`src/rtl/bcd_pkg.sv`:
```
// Shared types and constants for the binary-to-BCD converter and the
// downstream Excess-3 stages.
package bcd_pkg;

    // Converter control states.
    typedef enum logic [1:0] {
        IDLE  = 2'd0,
        SHIFT = 2'd1,
        DONE  = 2'd2
    } state_t;

    // One packed BCD digit; also used by the Excess-3 encoder.
    typedef logic [3:0] bcd_digit_t;

    // A digit at or above this value gets +3 before the next shift.
    localparam bcd_digit_t ADD3_THRESH = 4'd5;

endpackage

```
`src/rtl/bin_to_bcd_seq_if.sv`:
```
// Valid/ready stream bundle between the upstream producer, the converter and
// the Excess-3 consumer.
interface bin_to_bcd_seq_if #(
    parameter int BIN_W  = 8,
    parameter int DIGITS = 3
) ();
    logic                  in_valid;
    logic                  in_ready;
    logic [BIN_W-1:0]      bin_in;
    logic                  out_valid;
    logic                  out_ready;
    logic [4*DIGITS-1:0]   bcd_out;
    logic                  overflow;

    // Producer/consumer side (drives operands, accepts results).
    modport master (
        output in_valid, bin_in, out_ready,
        input  in_ready, out_valid, bcd_out, overflow
    );

    // Converter side.
    modport slave (
        input  in_valid, bin_in, out_ready,
        output in_ready, out_valid, bcd_out, overflow
    );
endinterface

```
`src/rtl/dabble_digit.sv`:
```
// One double-dabble correction cell: a digit of 5 or more is bumped by 3 so
// the following left shift carries correctly into the next decimal digit.
module dabble_digit
    import bcd_pkg::*;
(
    input  bcd_digit_t i_digit,
    output bcd_digit_t o_digit
);
    // 4-bit add, any carry out is intentionally dropped.
    assign o_digit = (i_digit >= ADD3_THRESH) ? bcd_digit_t'(i_digit + 4'd3) : i_digit;
endmodule

```
`src/rtl/bin_to_bcd_seq.sv`:
```
// Sequential binary-to-BCD converter (shift-and-add-3). One word is taken
// over the input handshake, shifted BIN_W times, and the packed BCD result is
// held in a register until the next conversion finishes.
module bin_to_bcd_seq
    import bcd_pkg::*;
#(
    parameter int BIN_W  = 8,
    parameter int DIGITS = 3
) (
    input  logic            clk,
    input  logic            rst_n,
    bin_to_bcd_seq_if.slave bus
);
    localparam int CNT_W = $clog2(BIN_W + 1);
    localparam int BCD_W = 4 * DIGITS;
    localparam int SR_W  = BCD_W + BIN_W;
    localparam logic [CNT_W-1:0] CNT_LOAD = CNT_W'(BIN_W);
    localparam logic [CNT_W-1:0] CNT_LAST = CNT_W'(1);

    state_t             r_state;
    logic [CNT_W-1:0]   r_cnt;
    logic [SR_W-1:0]    r_shift;      // {bcd field, remaining binary bits}
    logic               r_ovf_work;   // sticky overflow of the running conversion
    logic [BCD_W-1:0]   r_bcd_out;
    logic               r_overflow;
    logic               r_in_ready;
    logic               r_out_valid;

    logic [BCD_W-1:0]   w_bcd_adj;
    logic [SR_W-1:0]    w_adj;
    logic [SR_W-1:0]    w_shifted;
    logic               w_msb_out;

    // Add-3 correction on every digit of the BCD field.
    generate
        for (genvar gi = 0; gi < DIGITS; gi++) begin : g_digit
            dabble_digit u_digit (
                .i_digit (r_shift[BIN_W + 4*gi +: 4]),
                .o_digit (w_bcd_adj[4*gi +: 4])
            );
        end
    endgenerate

    assign w_adj     = {w_bcd_adj, r_shift[BIN_W-1:0]};
    // A bit leaving the top digit means the value does not fit in DIGITS digits.
    assign w_msb_out = w_adj[SR_W-1];
    assign w_shifted = {w_adj[SR_W-2:0], 1'b0};

    assign bus.in_ready  = r_in_ready;
    assign bus.out_valid = r_out_valid;
    assign bus.bcd_out   = r_bcd_out;
    assign bus.overflow  = r_overflow;

    // Control FSM with registered handshake outputs and result capture.
    always_ff @(posedge clk or negedge rst_n) begin
        if (!rst_n) begin
            r_state     <= IDLE;
            r_cnt       <= '0;
            r_shift     <= '0;
            r_ovf_work  <= 1'b0;
            r_bcd_out   <= '0;
            r_overflow  <= 1'b0;
            r_in_ready  <= 1'b1;
            r_out_valid <= 1'b0;
        end else begin
            case (r_state)
                IDLE: begin
                    if (bus.in_valid) begin
                        r_shift    <= {{BCD_W{1'b0}}, bus.bin_in};
                        r_ovf_work <= 1'b0;
                        r_cnt      <= CNT_LOAD;
                        r_in_ready <= 1'b0;
                        r_state    <= SHIFT;
                    end
                end
                SHIFT: begin
                    r_shift <= w_shifted;
                    r_cnt   <= r_cnt - CNT_LAST;
                    if (w_msb_out) begin
                        r_ovf_work <= 1'b1;
                    end
                    if (r_cnt == CNT_LAST) begin
                        // Result registers change only here, on DONE entry.
                        r_bcd_out   <= w_shifted[SR_W-1 -: BCD_W];
                        r_overflow  <= r_ovf_work | w_msb_out;
                        r_out_valid <= 1'b1;
                        r_state     <= DONE;
                    end
                end
                DONE: begin
                    if (bus.out_ready) begin
                        r_out_valid <= 1'b0;
                        r_in_ready  <= 1'b1;
                        r_state     <= IDLE;
                    end
                end
                default: begin
                    r_state     <= IDLE;
                    r_in_ready  <= 1'b1;
                    r_out_valid <= 1'b0;
                end
            endcase
        end
    end
endmodule
```
`src/flat_wrapper.sv`:
```
// flat-port wrapper written by rule: the top's interface ports become plain ports
module bin_to_bcd_seq_flat import bcd_pkg::*;
#(
    parameter int BIN_W  = 8,
    parameter int DIGITS = 3
)
  (clk, rst_n, bus_in_valid, bus_bin_in, bus_out_ready, bus_in_ready, bus_out_valid, bus_bcd_out, bus_overflow);
  bin_to_bcd_seq_if #(.BIN_W(BIN_W), .DIGITS(DIGITS)) bus_i ();
  input  logic clk;
  input  logic rst_n;
  input wire logic [$bits(bus_i.in_valid)-1:0] bus_in_valid;
  input wire logic [$bits(bus_i.bin_in)-1:0] bus_bin_in;
  input wire logic [$bits(bus_i.out_ready)-1:0] bus_out_ready;
  output wire logic [$bits(bus_i.in_ready)-1:0] bus_in_ready;
  output wire logic [$bits(bus_i.out_valid)-1:0] bus_out_valid;
  output wire logic [$bits(bus_i.bcd_out)-1:0] bus_bcd_out;
  output wire logic [$bits(bus_i.overflow)-1:0] bus_overflow;
  assign bus_i.in_valid = bus_in_valid;
  assign bus_i.bin_in = bus_bin_in;
  assign bus_i.out_ready = bus_out_ready;
  assign bus_in_ready = bus_i.in_ready;
  assign bus_out_valid = bus_i.out_valid;
  assign bus_bcd_out = bus_i.bcd_out;
  assign bus_overflow = bus_i.overflow;
  bin_to_bcd_seq #(.BIN_W(BIN_W), .DIGITS(DIGITS)) u_core (.clk(clk), .rst_n(rst_n), .bus(bus_i));
endmodule
```
`config.mk`:
```
export PLATFORM = sky130hd
export DESIGN_NAME = bin_to_bcd_seq_flat
export DESIGN_NICKNAME = d
export VERILOG_FILES = /design/src/rtl/bcd_pkg.sv /design/src/rtl/bin_to_bcd_seq_if.sv /design/src/rtl/dabble_digit.sv /design/src/rtl/bin_to_bcd_seq.sv /design/src/flat_wrapper.sv
export SDC_FILE = /design/constraint.sdc
export NUM_CORES = 1
export LEC_CHECK = 0
export BUFFER_PORTS_ARGS = -buffer_cell sky130_fd_sc_hd__buf_4
export CAP_MARGIN = 25
export CORE_ASPECT_RATIO = 1.25
export CORE_MARGIN = 5
export CORE_UTILIZATION = 36
export CTS_CLUSTER_DIAMETER = 150
export DETAILED_ROUTE_END_ITERATION = 10
export PLACE_DENSITY_LB_ADDON = 0.12
export SLEW_MARGIN = 0
export SYNTH_ARGS = -nofsm -noshare
export SYNTH_HDL_FRONTEND = slang
export SYNTH_SLANG_ARGS = --single-unit
export TNS_END_PERCENT = 10
```
`constraint.sdc`:
```
create_clock -name clk -period 2.1 [get_ports clk]
set_input_delay 0.105 -clock clk [delete_from_list [all_inputs] [get_ports clk]]
set_output_delay 0.105 -clock clk [all_outputs]
set_load 0.02 [all_outputs]
```
==> impl_metrics.py, run 1 <==
metrics = {
    "setup_path": {
        "crit_required_ps": 2310,
        "critPathCaptureType": "register",
        "critPathMaxStageDelay_ps": 410,
        "start_kind": "register",
        "critPathMaxFanout": 5,
        "crit_chain": "inv_1 -> ha_1 -> nand2b_1 -> a21oi_2 -> mux2_4 -> o21ai_0",
        "worstPathArrival_ps": 1840,
        "path_class": "reg2reg",
        "crit_path_top_delay_cell": "dfrtp_1",
    },
    "logic_synthesis": {
        "synth_ff_type": "dfrtp_1",
        "ys_seq_area_share_pct": 49.4,
        "ys_ff_latch": 42,
        "yosysTopAreaCellShare_pct": 48.1,
        "synth.most_common_cell": "dfrtp_1",
        "syn_area_per_cell_sq_um": 10.0,
        "synthTopCellsByCount": "41 x dfrtp_1, 29 x nand2_1, 24 x o21ai_0, 18 x a21oi_1, 10 x nor2b_1",
        "yosysWarnings": 0,
        "netlist_instances": 213,
        "async_flop_share_pct": 100,
        "netlist_area_sq_mm": 0.00213,
        "synth_fp_nets": 233,
        "synth_edf_count": 0,
        "synth_area_leaders": "dfrtp_1 48%, o21ai_0 5.6%, nand2_1 5.1%, ha_1 4.7%, a21oi_1 4.2%",
        "yosys.cell_types.count": 32,
        "synth_top_cell_by_area": "dfrtp_1",
    },
    "final_layout": {
        "diodes": 0,
        "nets": 261,
        "layout-drive-gt1-share_pct": 23.6,
        "areaGrowthSynthToFinish_pct": 15.9,
        "fillers": 562,
        "fin_area_sq_mm": 0.00247,
    },
    "place": {
        "io_buffers": 26,
        "gp_congestion": 0.779,
        "hpwl_um": 2770,
        "placed_area_sq_mm": 0.00237,
    },
    "pwr": {
        "p_per_area_mw_per_mm2": 1570,
        "peakVddDrop_mv": 0.417,
        "switching_share_pct": 41.7,
        "pwr-share-seq_pct": 37.6,
        "power_switching_mw": 1.62,
        "leakage_nw": 1.13,
        "pwr-share-clk_pct": 14.0,
        "power_frac_comb_pct": 48.4,
        "internal-power_mw": 2.26,
    },
    "drt": {
        "num_vias": 1548,
        "wl_met3_um": 199,
        "avgViaCountPerCell": 5.03,
        "drtAntennaViolNets": 0,
        "top_layer": "met4",
        "postRouteWirelength_um": 4170,
        "wl_met2_um": 1940,
        "dr.pass1.iters": 4,
        "drt-wirelength-per-cell_um": 13.6,
        "drtIter0Drc": 81,
        "drt-met1-wl_um": 1930,
        "drc": 0,
    },
    "floorplan": {
        "start_util_pct": 36.9,
        "die_area_sq_mm": 0.00757,
        "num_rows": 31,
        "fp.coreArea_sq_mm": 0.00578,
        "die_y_um": 96.0,
        "fp.dieW_um": 78.8,
        "io_pins": 27,
    },
    "global_route": {
        "grt.overflow.total": 0,
        "grt_pass1_vias": 1543,
        "antenna_found_initial": 0,
        "grt_max_degree": 43,
        "grt_use_total_pct": 12.4,
        "grt_pass1_wl_um": 7420,
    },
    "clocking": {
        "cts_root_buf": "clkbuf_8",
        "cts_buffers": 5,
        "clk_path_buf_depth": 2,
        "cts_tree": "built",
        "cts_resized": 0,
        "cts.clk_slew.worst_paths_ps": 80,
        "insertion_delay_ps": 290,
        "cts.sinks": 42,
        "h-tree-depth": 2,
    },
    "sta": {
        "setup_viol": 0,
        "rsz0062_at_grt": "false",
        "relSlewSlack_pct": 63.7,
        "tightest_slew_ps": 545,
        "fin_crit_ps": 1630,
        "tns_ps": 0,
        "worst_clock_skew_ps": 6.62,
        "slew_violations": 0,
        "hold_viol_final": 0,
        "fmaxAchievable_ghz": 0.615,
        "fin_crit_sh_pct": 77.5,
    },
    "outcome": {
        "outcome": "finished clean",
    },
    "flow_run": {
        "maxCapViolations": 0,
    },
    "hold_path": {
        "hold_class": "in2reg",
    },
}
-- critical path, delay by kind of cell (launching register included) --
kind                     cells  cell delay [ps]
buffers and inverters        1              100
adder cells (fa/ha/maj)      1              240
flip-flops                   1              410
AO/OA/AOI/OAI                2              340
multiplexers                 1              330
AND/OR/NAND/NOR              1              110
-- registers in the layout (all words and copies together) (netlist names) --
name                  flops
u_core.bus.in_ready       1
u_core.r_shift           20
u_core.bus.overflow       1
u_core.r_cnt              4
u_core.r_state            2
u_core.r_ovf_work         1
u_core.bus.out_valid      1
u_core.bus.bcd_out       12
-- final cells by class --
type | count | area, sq um | area share, %
sequential | 42 | 1050 | 42.6
tap | 66 | 82.6 | 3.34
clock buffer | 7 | 86.3 | 3.49
inverter | 9 | 33.8 | 1.37
clock inverter | 1 | 5.00 | 0.203
timing repair buffer | 31 | 235 | 9.52
multi-input combinational | 152 | 976 | 39.5
-- what timing repair did --
| action | CTS | global route |
|---|---|---|
| hold buffers | 1 | 0 |
| setup buffers | 0 | 0 |
| hold endpoints to repair | 41 | 0 |
-- kinds of logic (layout without fill, tap and decap cells) --
kind of cell / after synthesis / count (layout) / share of synthesized area [%]
AOI/OAI and AO/OA: 71 / 71 / 20.4
xor gates and xnor gates: 3 / 3 / 1.23
adders and majority gates: 8 / 8 / 4.70
buffers and inverters: 19 / 48 / 4.87
DFF: 42 / 42 / 49.4
muxes: 5 / 5 / 3.17
and+or+nand+nor: 65 / 65 / 16.3
-- placed cells by master (no fill, tap or decap), drive strengths merged, types with 4 or more instances in the layout --
cell type / n
nand2: 30
nor2b: 11
mux2: 5
ha: 8
o21ai: 39
nor3b: 7
buf: 30
nor3: 4
a22oi: 7
nor2: 5
clkbuf: 7
nand2b: 4
dfrtp: 41
inv: 9
a21oi: 21
-- path summary, 6_finish.rpt --
check,from,end,slack [ps],cells past startpoint
min in group asynchronous,rst_n,u_core.bus.bcd_out[3]$_DFFE_PN0P_,340,2
max,u_core.r_shift[8]$_DFFE_PN0P_,u_core.r_shift[10]$_DFFE_PN0P_,470,6
max reg2reg,u_core.r_shift[8]$_DFFE_PN0P_,u_core.r_shift[10]$_DFFE_PN0P_,470,6
min reg2reg,u_core.bus.bcd_out[3]$_DFFE_PN0P_,u_core.bus.bcd_out[3]$_DFFE_PN0P_,480,2
max in group asynchronous,rst_n,u_core.r_shift[12]$_DFFE_PN0P_,1380,2
min,bus_out_ready,u_core.r_state[1]$_DFFE_PN0P_,70,4
-- metal layers --
layer	vias up	track usage, %
met5	-	0
met4	0	5.01
met2	29	20.7
met3	9	3.28
li1	791	-
met1	719	15.4
-- power by group through the flow --
stage	combinational, mW	sequential (mW)	clock (mW)
finish	1.88	1.46	0.542
global route	2.14	1.52	0.598
CTS	1.92	1.46	0.566
detailed placement	1.91	1.48	0
global placement	1.90	1.48	0
floorplan	1.28	1.57	0
-- metrics by stage --
| stage | std cells | setup WS [ps] | util [%] | total power [mW] | hold WS (ps) |
|---|---|---|---|---|---|
| 6_report | 308 | 473 | 42.8 | 3.88 | 68.0 |
| 5_1_grt | 308 | 334 | 42.8 | 4.26 | 70.7 |
| 4_1_cts | 308 | 477 | 42.8 | 3.95 | 68.5 |
| 3_5_place_dp | 299 | 490 | 41.0 | 3.39 | 143 |
| 3_3_place_gp | 299 | 497 | 41.0 | 3.38 | 140 |
| 2_1_floorplan | 213 | 625 | - | 2.85 | -191 |
Power figures use the tool's default switching activity.
==> run 2: changes to the inputs <==
Clock period 2.1 ns to 1.5 ns, I/O delays scaled along.
==> run 2 against run 1 <==
Non-clock buffer count is 16 higher; final cell count increased by 5.2%; core utilization up 4.3 points; sequential power rose by 46%; via count is 6.8% higher; worst setup slack worse by 420 ps; combinational power grew 72%; clock skew barely moved; global-route usage increased by 0.67 points; register-to-register slack lost 420 ps; final area is 10% higher; largest cell class is now multi-input gates.
==> impl_metrics.py, run 2 (synthesized netlist as in run 1, its figures left out) <==
metrics = {
    "sta": {
        "tightest_slew_ps": 549,
        "fin_crit_sh_pct": 96.5,
        "relSlewSlack_pct": 63.4,
        "rsz0062_at_grt": "true",
        "slew_violations": 0,
        "hold_viol_final": 0,
        "worst_clock_skew_ps": 6.37,
        "hold_ws_ps": 35.9,
        "fin_crit_ps": 1450,
        "tns_ps": 0,
        "setup_viol": 0,
        "fmaxAchievable_ghz": 0.691,
        "worst_slack_ps": 53.2,
    },
    "clocking": {
        "cts.clk_slew.worst_paths_ps": 80,
        "insertion_delay_ps": 290,
        "clk_path_buf_depth": 2,
        "cts_buffers": 5,
        "cts_tree": "built",
        "cts_root_buf": "clkbuf_8",
        "cts.sinks": 42,
        "h-tree-depth": 2,
    },
    "global_route": {
        "grt_use_total_pct": 13.1,
        "grt_pass1_vias": 1628,
        "grt_max_degree": 43,
        "grt_pass1_wl_um": 7690,
        "grt.overflow.total": 0,
        "antenna_found_initial": 0,
    },
    "setup_path": {
        "crit_path_top_delay_cell": "dfrtp_1",
        "path_class": "reg2reg",
        "critPathCaptureType": "register",
        "critPathMaxFanout": 4,
        "crit_chain": "ha_1 -> nand2b_4 -> a21oi_4 -> mux2_4 -> o21ai_2",
        "start_kind": "register",
        "critPathMaxStageDelay_ps": 430,
        "worstPathArrival_ps": 1670,
        "crit_required_ps": 1720,
    },
    "floorplan": {
        "die_area_sq_mm": 0.00757,
        "fp.coreArea_sq_mm": 0.00578,
        "fp.dieW_um": 78.8,
        "io_pins": 27,
        "num_rows": 31,
        "die_y_um": 96.0,
        "start_util_pct": 36.9,
    },
    "final_layout": {
        "largest_reg_flops": 20,
        "final_core_util_pct": 47.1,
        "diodes": 0,
        "final_common_cell": "buf_4",
        "mostFrequentLayoutCells": "44 x buf_4, 41 x dfrtp_1, 29 x nand2_1, 21 x o21ai_0, 18 x a21oi_1",
        "layout-drive-gt1-share_pct": 36.4,
        "stdcell_count": 324,
        "nets": 277,
        "areaGrowthSynthToFinish_pct": 27.6,
        "regMostFlops": "u_core.r_shift",
    },
    "outcome": {
        "outcome": "finished clean",
    },
    "drt": {
        "drc": 0,
        "avgViaCountPerCell": 5.10,
        "postRouteWirelength_um": 4530,
        "dr.pass1.iters": 4,
        "drtAntennaViolNets": 0,
        "num_vias": 1653,
        "drtIter0Drc": 71,
        "drt-wirelength-per-cell_um": 14.0,
    },
    "place": {
        "gp_congestion": 0.720,
        "io_buffers": 26,
        "place_ws_ps": 6.11,
        "hpwl_um": 3030,
        "dp_cells": 312,
    },
    "pwr": {
        "p_per_area_mw_per_mm2": 2300,
        "leakage_nw": 1.24,
        "peakVddDrop_mv": 0.786,
    },
    "hold_path": {
        "hold_class": "in2reg",
    },
    "flow_run": {
        "maxCapViolations": 0,
    },
}
## run 2: where the power goes
part | internal [mW] | switching, mW
logic | 1.62 | 1.62
clock network | 0.490 | 0.406
registers | 1.63 | 0.492
total | 3.75 | 2.52
## run 2: path summary, 6_finish.rpt
check | slack, ps | endpoint | depth (start not counted) | start
worst max-delay path | 50 | u_core.bus.bcd_out[2]$_DFFE_PN0P_ | 5 | u_core.r_shift[8]$_DFFE_PN0P_
worst min-delay path | 40 | u_core.r_state[1]$_DFFE_PN0P_ | 4 | bus_out_ready
worst max register to register | 50 | u_core.bus.bcd_out[2]$_DFFE_PN0P_ | 5 | u_core.r_shift[8]$_DFFE_PN0P_
worst min register to register | 480 | u_core.bus.bcd_out[11]$_DFFE_PN0P_ | 2 | u_core.bus.bcd_out[11]$_DFFE_PN0P_
max in group asynchronous | 820 | u_core.bus.in_ready$_DFFE_PN1P_ | 2 | rst_n
min in group asynchronous | 310 | u_core.r_shift[2]$_DFFE_PN0P_ | 2 | rst_n
## run 2: area by class of cell
class / count / area [sq um]
fillers: 558 / 3060
multi-input cells: 152 / 1060
flip-flops and latches: 42 / 1050
repair buffers: 47 / 380
well taps: 66 / 82.6
clock buffers: 5 / 68.8
clock inverters: 3 / 40.0
inverters: 9 / 33.8
## run 2: repair_timing
action	4_1_cts	5_1_grt
gates resized for setup	1	26
setup endpoints to repair	4	13
buffers inserted	0	3
endpoints found under the hold margin	41	0
hold buffers	1	0
pin swaps	3	4
## run 2: layer usage
metal	vias up	wire length [um]	track usage, %
li1	828	-	-
met1	785	2040	15.3
met2	32	2200	23.2
met3	8	197	3.00
met4	0	99	5.44
met5	-	0	0
## run 2: per-stage QoR
step	power, mW	area (sq um)
6_report	6.26	2720
5_1_grt	6.80	2720
4_1_cts	6.00	2620
3_5_place_dp	5.06	2490
3_3_place_gp	5.00	2490
2_1_floorplan	4.00	2130
## run 2: critical path, delay by kind of cell (launching register included)
kind | cells | cell delay [ps]
AOI/OAI and AO/OA | 2 | 260
adders and majority gates | 1 | 220
DFF | 1 | 430
muxes | 1 | 320
and+or+nand+nor | 1 | 150
